`src/rtl/cp0_unit.sv`:
```
// cp0_unit: MIPS coprocessor 0 holding SR, Cause, EPC and PrID; raises IntReq for traps
module cp0_unit #(
    parameter logic [31:0] PRID = 32'h2020_0001
) (
    input  logic        clk,
    input  logic        reset,
    input  logic [4:0]  a1_i,
    input  logic [4:0]  a2_i,
    input  logic [31:0] din_i,
    input  logic        we_i,
    input  logic [29:0] pc_i,
    input  logic        if_bd_i,
    input  logic [4:0]  exc_code_i,
    input  logic [5:0]  hw_int_i,
    input  logic        exl_clr_i,
    output logic        int_req_o,
    output logic [29:0] epc_o,
    output logic [31:0] dout_o
);
    logic [5:0]  im_q, im_d;
    logic        exl_q, exl_d;
    logic        ie_q, ie_d;
    logic        bd_q, bd_d;
    logic [5:0]  ip_q;
    logic [4:0]  exc_q, exc_d;
    logic [29:0] epc_q, epc_d;
    logic        int_p, exc_p;
    logic        wr_sr, wr_epc;
    logic [31:0] sr, cause;

    assign int_p     = (|(hw_int_i & im_q)) & ie_q & ~exl_q;
    assign exc_p     = (exc_code_i != 5'd0) & ~exl_q;
    assign int_req_o = int_p | exc_p;
    assign epc_o     = epc_q;
    assign sr        = {16'b0, im_q, 8'b0, exl_q, ie_q};
    assign cause     = {bd_q, 15'b0, ip_q, 3'b0, exc_q, 2'b0};
    // A mtc0 only lands when neither a trap nor an eret claims this edge
    assign wr_sr     = we_i & ~int_req_o & ~exl_clr_i & (a2_i == 5'd12);
    assign wr_epc    = we_i & ~int_req_o & ~exl_clr_i & (a2_i == 5'd14);

    // Next-state selection: trap entry, then eret, then mtc0
    always_comb begin
        im_d  = wr_sr ? din_i[15:10] : im_q;
        ie_d  = wr_sr ? din_i[0] : ie_q;
        exl_d = int_req_o ? 1'b1 : exl_clr_i ? 1'b0 : wr_sr ? din_i[1] : exl_q;
        exc_d = int_req_o ? (int_p ? 5'd0 : exc_code_i) : exc_q;
        bd_d  = int_req_o ? if_bd_i : bd_q;
        epc_d = int_req_o ? (if_bd_i ? pc_i - 30'd1 : pc_i) : wr_epc ? din_i[31:2] : epc_q;
    end

    // Register update; pending interrupt lines are sampled every cycle
    always_ff @(posedge clk) begin
        if (reset) begin
            im_q  <= '0;
            exl_q <= 1'b0;
            ie_q  <= 1'b0;
            bd_q  <= 1'b0;
            ip_q  <= '0;
            exc_q <= '0;
            epc_q <= '0;
        end else begin
            im_q  <= im_d;
            exl_q <= exl_d;
            ie_q  <= ie_d;
            bd_q  <= bd_d;
            ip_q  <= hw_int_i;
            exc_q <= exc_d;
            epc_q <= epc_d;
        end
    end

    // mfc0 read mux from registered state only
    always_comb begin
        dout_o = (a1_i == 5'd12) ? sr :
                 (a1_i == 5'd13) ? cause :
                 (a1_i == 5'd14) ? {epc_q, 2'b00} :
                 (a1_i == 5'd15) ? PRID : 32'h0;
    end
endmodule

```
`config.mk`:
```
export PLATFORM = sky130hd
export DESIGN_NAME = cp0_unit
export DESIGN_NICKNAME = d
export VERILOG_FILES = /design/src/rtl/cp0_unit.sv
export SDC_FILE = /design/constraint.sdc
export NUM_CORES = 1
export LEC_CHECK = 0
export ABC_CLOCK_PERIOD_IN_PS = 2900
export CELL_PAD_IN_SITES_DETAIL_PLACEMENT = 1
export CELL_PAD_IN_SITES_GLOBAL_PLACEMENT = 1
export CORE_UTILIZATION = 30
export DETAILED_ROUTE_END_ITERATION = 7
export GPL_ROUTABILITY_DRIVEN = 0
export PLACE_DENSITY_LB_ADDON = 0.15
export SYNTH_ARGS = -nofsm -noshare
export SYNTH_HDL_FRONTEND = slang
export SYNTH_SLANG_ARGS = --single-unit
```
`constraint.sdc`:
```
create_clock -name clk -period 2.9 [get_ports clk]
set_input_delay 0.725 -clock clk [delete_from_list [all_inputs] [get_ports clk]]
set_output_delay 0.725 -clock clk [all_outputs]
set_load 0.005 [all_outputs]
```
* Word level (Yosys, flattened, before mapping)
Index checks and enable logic that the tools add are counted.
** Operators by class
- $add $sub $neg :: 1
- Equal/unequal tests :: 6
- Multiplexer cells :: 11
- Bitwise logic cells :: 12
- Reduce and logical (&&, ||, !) cells :: 4
** Operator list (number)
- $mux W30 :: 4
- $mux W32 :: 3
- $eq A5 B4 Y1 const B :: 6
- $sub A30 B1 Y30 const B :: 1
- $and A1 B1 Y1 :: 7
- $and A6 B6 Y6 :: 1
- $reduce_or A6 Y1 :: 1
- $mux W5 :: 1
- $reduce_bool A5 Y1 :: 1
- $mux W1 :: 3
- $not A1 Y1 :: 3
- $reduce_bool A3 Y1 :: 1
- $reduce_bool A2 Y1 :: 1
- $or A1 B1 Y1 :: 1
** Storage, ports and cells
- Register bits after elaboration :: 50
- Input bits :: 88

* Longest topological paths before layout
- Depth after elaboration :: 12
- Gate-level depth with buffers :: 7

* Worst setup path before layout
No wires, ideal clock.
- Path kind :: input port to output port
- From :: in a1_i[3]
- To :: out dout_o[3]
- Arrival :: 1.966 ns
- Path slack :: 0.209 ns
- Stages :: 5
- Path buffers :: 1
- Cells stage by stage :: nand2_1 -> nor3_1 -> and2_1 -> clkbuf_1 -> a22o_1
** On the way
- Word-level cells in the longest chain between the ends :: 4
- Elaborated cells on any way between the ends :: 6
- Those cells by class :: 3 x eq/ne; 3 x mux
** Ends and longest elaborated chain
- from (decl) :: RTL line 7 : input logic [4:0] a1_i,
- $eq A5 B4 Y1 :: RTL line 76 : (a1_i == 5'd14) ? {epc_q, 2'b00} :
- $mux W32 :: RTL line 76
- $mux W32 :: RTL line 75 : (a1_i == 5'd13) ? cause :
- $mux W32 * :: RTL line 74 : dout_o = (a1_i == 5'd12) ? sr :
- to (decl) :: RTL line 18 : output logic [31:0] dout_o
Mark *: on every way between the ends. The rest lies on a longest branch, timed or not.

* Worst setup path after layout
- From :: in a1_i[4]
- To :: out dout_o[1]
The elaborated chain is that of the path after synthesis.

==> out/qor.yml <==
power_frac_seq_pct: 38.6
cp_max_fo: 6
synthTopCellsByCount: "50 x dfxtp_1, 23 x clkbuf_1, 21 x o31a_1, 17 x and2_1, 17 x nand4_1"
synth_top_family_by_area: "compound AO/OA/AOI/OAI gates"
drive_above_1_share_pct: 20.8
peakVddDrop_uv: 290
clock_skew_ps: 7.04
p_switching_w: 0.000573
insertion_delay_ps: 290
initial_core_util_pct: 31.0
synth.distinct_cells: 64
max_cap_viol_count: 0
fmax_ghz: 0.348
combPwrFrac_pct: 27.8
hold_viol_final: 0
synth_top_cell_area_share_pct: 28.0
grt_usage_pct: 23.4
clk_pin_slew_ps: 70
grt_pass1_wl_mm: 23.0
die_w_um: 111
multi_input_area_um2: 2400
criticalPathCategory: "in -> out"
rsz0062_at_grt: "false"
power.total_w: 0.00204
cp-start-kind: "primary input"
grt_pass1_vias: 4121
register_area_um2: 1000
dp.cells: 690
cts.sinks: 50
via_per_inst: 5.64
synth_edf_count: 0
drt-pass1-iter-count: 6
synthAdderAreaFrac_pct: 0.351
yosysTopAreaCell: "dfxtp_1"
finalNetCount: 655
hold_ws_ps: 483
ys_warn_count: 0
p_per_area_nw_per_um2: 351
cp-end-kind: "output pin"
wirelength_mm: 14.6
pin_count: 151
synthCells: 384
async_flop_share_pct: 0
cts_tree: "built"
post-synth-top-count-cell: "dfxtp_1"
row_count: 39
grt-ovfl-total: 0
finalCriticalPeriod_ps: 2870
synth_seq_cells: 50
netlist_area_um2: 3570
ant_nets: 0
status: "finished with violations"
n_antenna_cell: 0
grt_max_degree: 37
instances_no_fill: 710
fp.dieArea_um2: 12300
synth-simple-area-share_pct: 22.4
setup_violations: 0
synth_mux_area_share_pct: 3.36
synth_top_flop_cell: "dfxtp_1"
clockBufferDepth: 2
antenna_found_initial: 0
die_h_um: 111
post-route-util_pct: 50.4
swShare_pct: 28.1
arrival_ps: 2150
remaining_drc_errors: 18
ctsHoldBuffers: 0
io_buffers: 150
yosysSeqAreaShare_pct: 28.0
slew_viol_final: 0
hold_class: "reg -> reg"
worstMarginPinSlew_ps: 738
worstPathRequired_ps: 2170
h-tree-depth: 2
placed_area_um2: 5490
avgRoutedWirePerCell_um: 20.6
power.leakage_nw: 2.14
area_growth_pct: 62.6
synth_nets: 473
synth_area_leaders: "dfxtp_1 28%, a2111oi_2 5.5%, o31a_1 5.2%"
drt_iter0_drc: 196
synth-xor-area-share_pct: 2.94
core_um2: 11500
hpwl_mm: 11.0
intPower_w: 0.00146
pwr-share-clk_pct: 33.6
num_vias: 4007
cts-root-buf: "clkbuf_16"
final_area_um2: 5810
fin_crit_sh_pct: 99.1
synth-compound-area-share_pct: 36.8
syn_area_per_cell_um2: 9.30
n_fill_cell: 1321
slew_headroom_pct: 50.1
cts_buffers: 5
violations: "DRC"
critical path: stages:
cell and delay, ps:
dlygate4sd2_1 260, nor3_2 220, buf_4 180, buf_12 110, and3b_1 150, clkdlybuf4s50_1 500
metrics by stage:
| stage | setup WS [ps] | TNS (ps) |
|---|---|---|
| 5_1_grt | 0.643 | 0 |
| 3_3_place_gp | -466 | -12100 |
| 4_1_cts | 5.11 | 0 |
| 3_5_place_dp | -468 | -13230 |
| 6_report | 26.8 | 0 |
| 2_1_floorplan | 209 | 0 |
power groups by stage:
stage                     Combinational [W]  Clock (W)  Sequential [W]
after floorplan                    0.000238          0        0.000787
after global placement             0.000550          0        0.000801
after detailed placement           0.000560          0        0.000802
after CTS                          0.000565   0.000694        0.000786
after global routing               0.000605   0.000722        0.000792
final                              0.000567   0.000685        0.000786
path summary, 6_finish.rpt:
kind,startpoint,slack [ps],end,depth (start not counted)
worst max-delay path,a1_i[4],30,dout_o[1],6
worst min-delay path,bd_q,480,bd_q,2
worst max register to register,im_q[2],740,epc_o[16],7
worst min register to register,bd_q,480,bd_q,2
kinds of logic after synthesis:
kind of cell	Yosys count
adders and majority gates	1
muxes	12
and+or+nand+nor	118
AOI/OAI and AO/OA	146
xor gates and xnor gates	12
buffers and inverters	45
DFF	50
cells in the final DEF (no fill, tap or decap), drive strengths merged, types with 16 or more instances in the layout:
cell type,netlist,final
and2,17,17
o31ai,16,16
o31a,21,21
dfxtp,50,50
nand4,18,18
dlygate4sd2,0,32
buf,13,63
a2111oi,21,21
clkdlybuf4s50,0,109
a211oi,16,16
layer usage:
metal | GRT usage, % | vias to the layer above | routed length (um)
li1 | - | 1926 | -
met2 | 39.9 | 122 | 7060
met1 | 32.1 | 1949 | 6710
met5 | 0 | - | 0
met3 | 2.52 | 10 | 763
met4 | 4.41 | 0 | 118
sequential cells by signal (all words and copies together) (netlist names):
register  count
ie_q          1
exc_q         5
epc_o        30
exl_q         1
bd_q          1
im_q          6
ip_q          6
final cells by class:
| cell class | count | area share [%] |
|---|---|---|
| repair buffers | 211 | 34.8 |
| inverters | 9 | 0.625 |
| clock inverters | 3 | 0.754 |
| clock buffers | 5 | 2.16 |
| multi-input cells | 289 | 41.3 |
| well taps | 143 | 3.08 |
| flip-flops and latches | 50 | 17.2 |
timing repair:
item,4_1_cts,5_1_grt
endpoints found under the setup margin,34,10
pin swaps,12,3
gates cloned,2,0
gates resized for setup,63,4
setup buffers,8,2
Note: power is estimated with default switching activity, not from simulation.
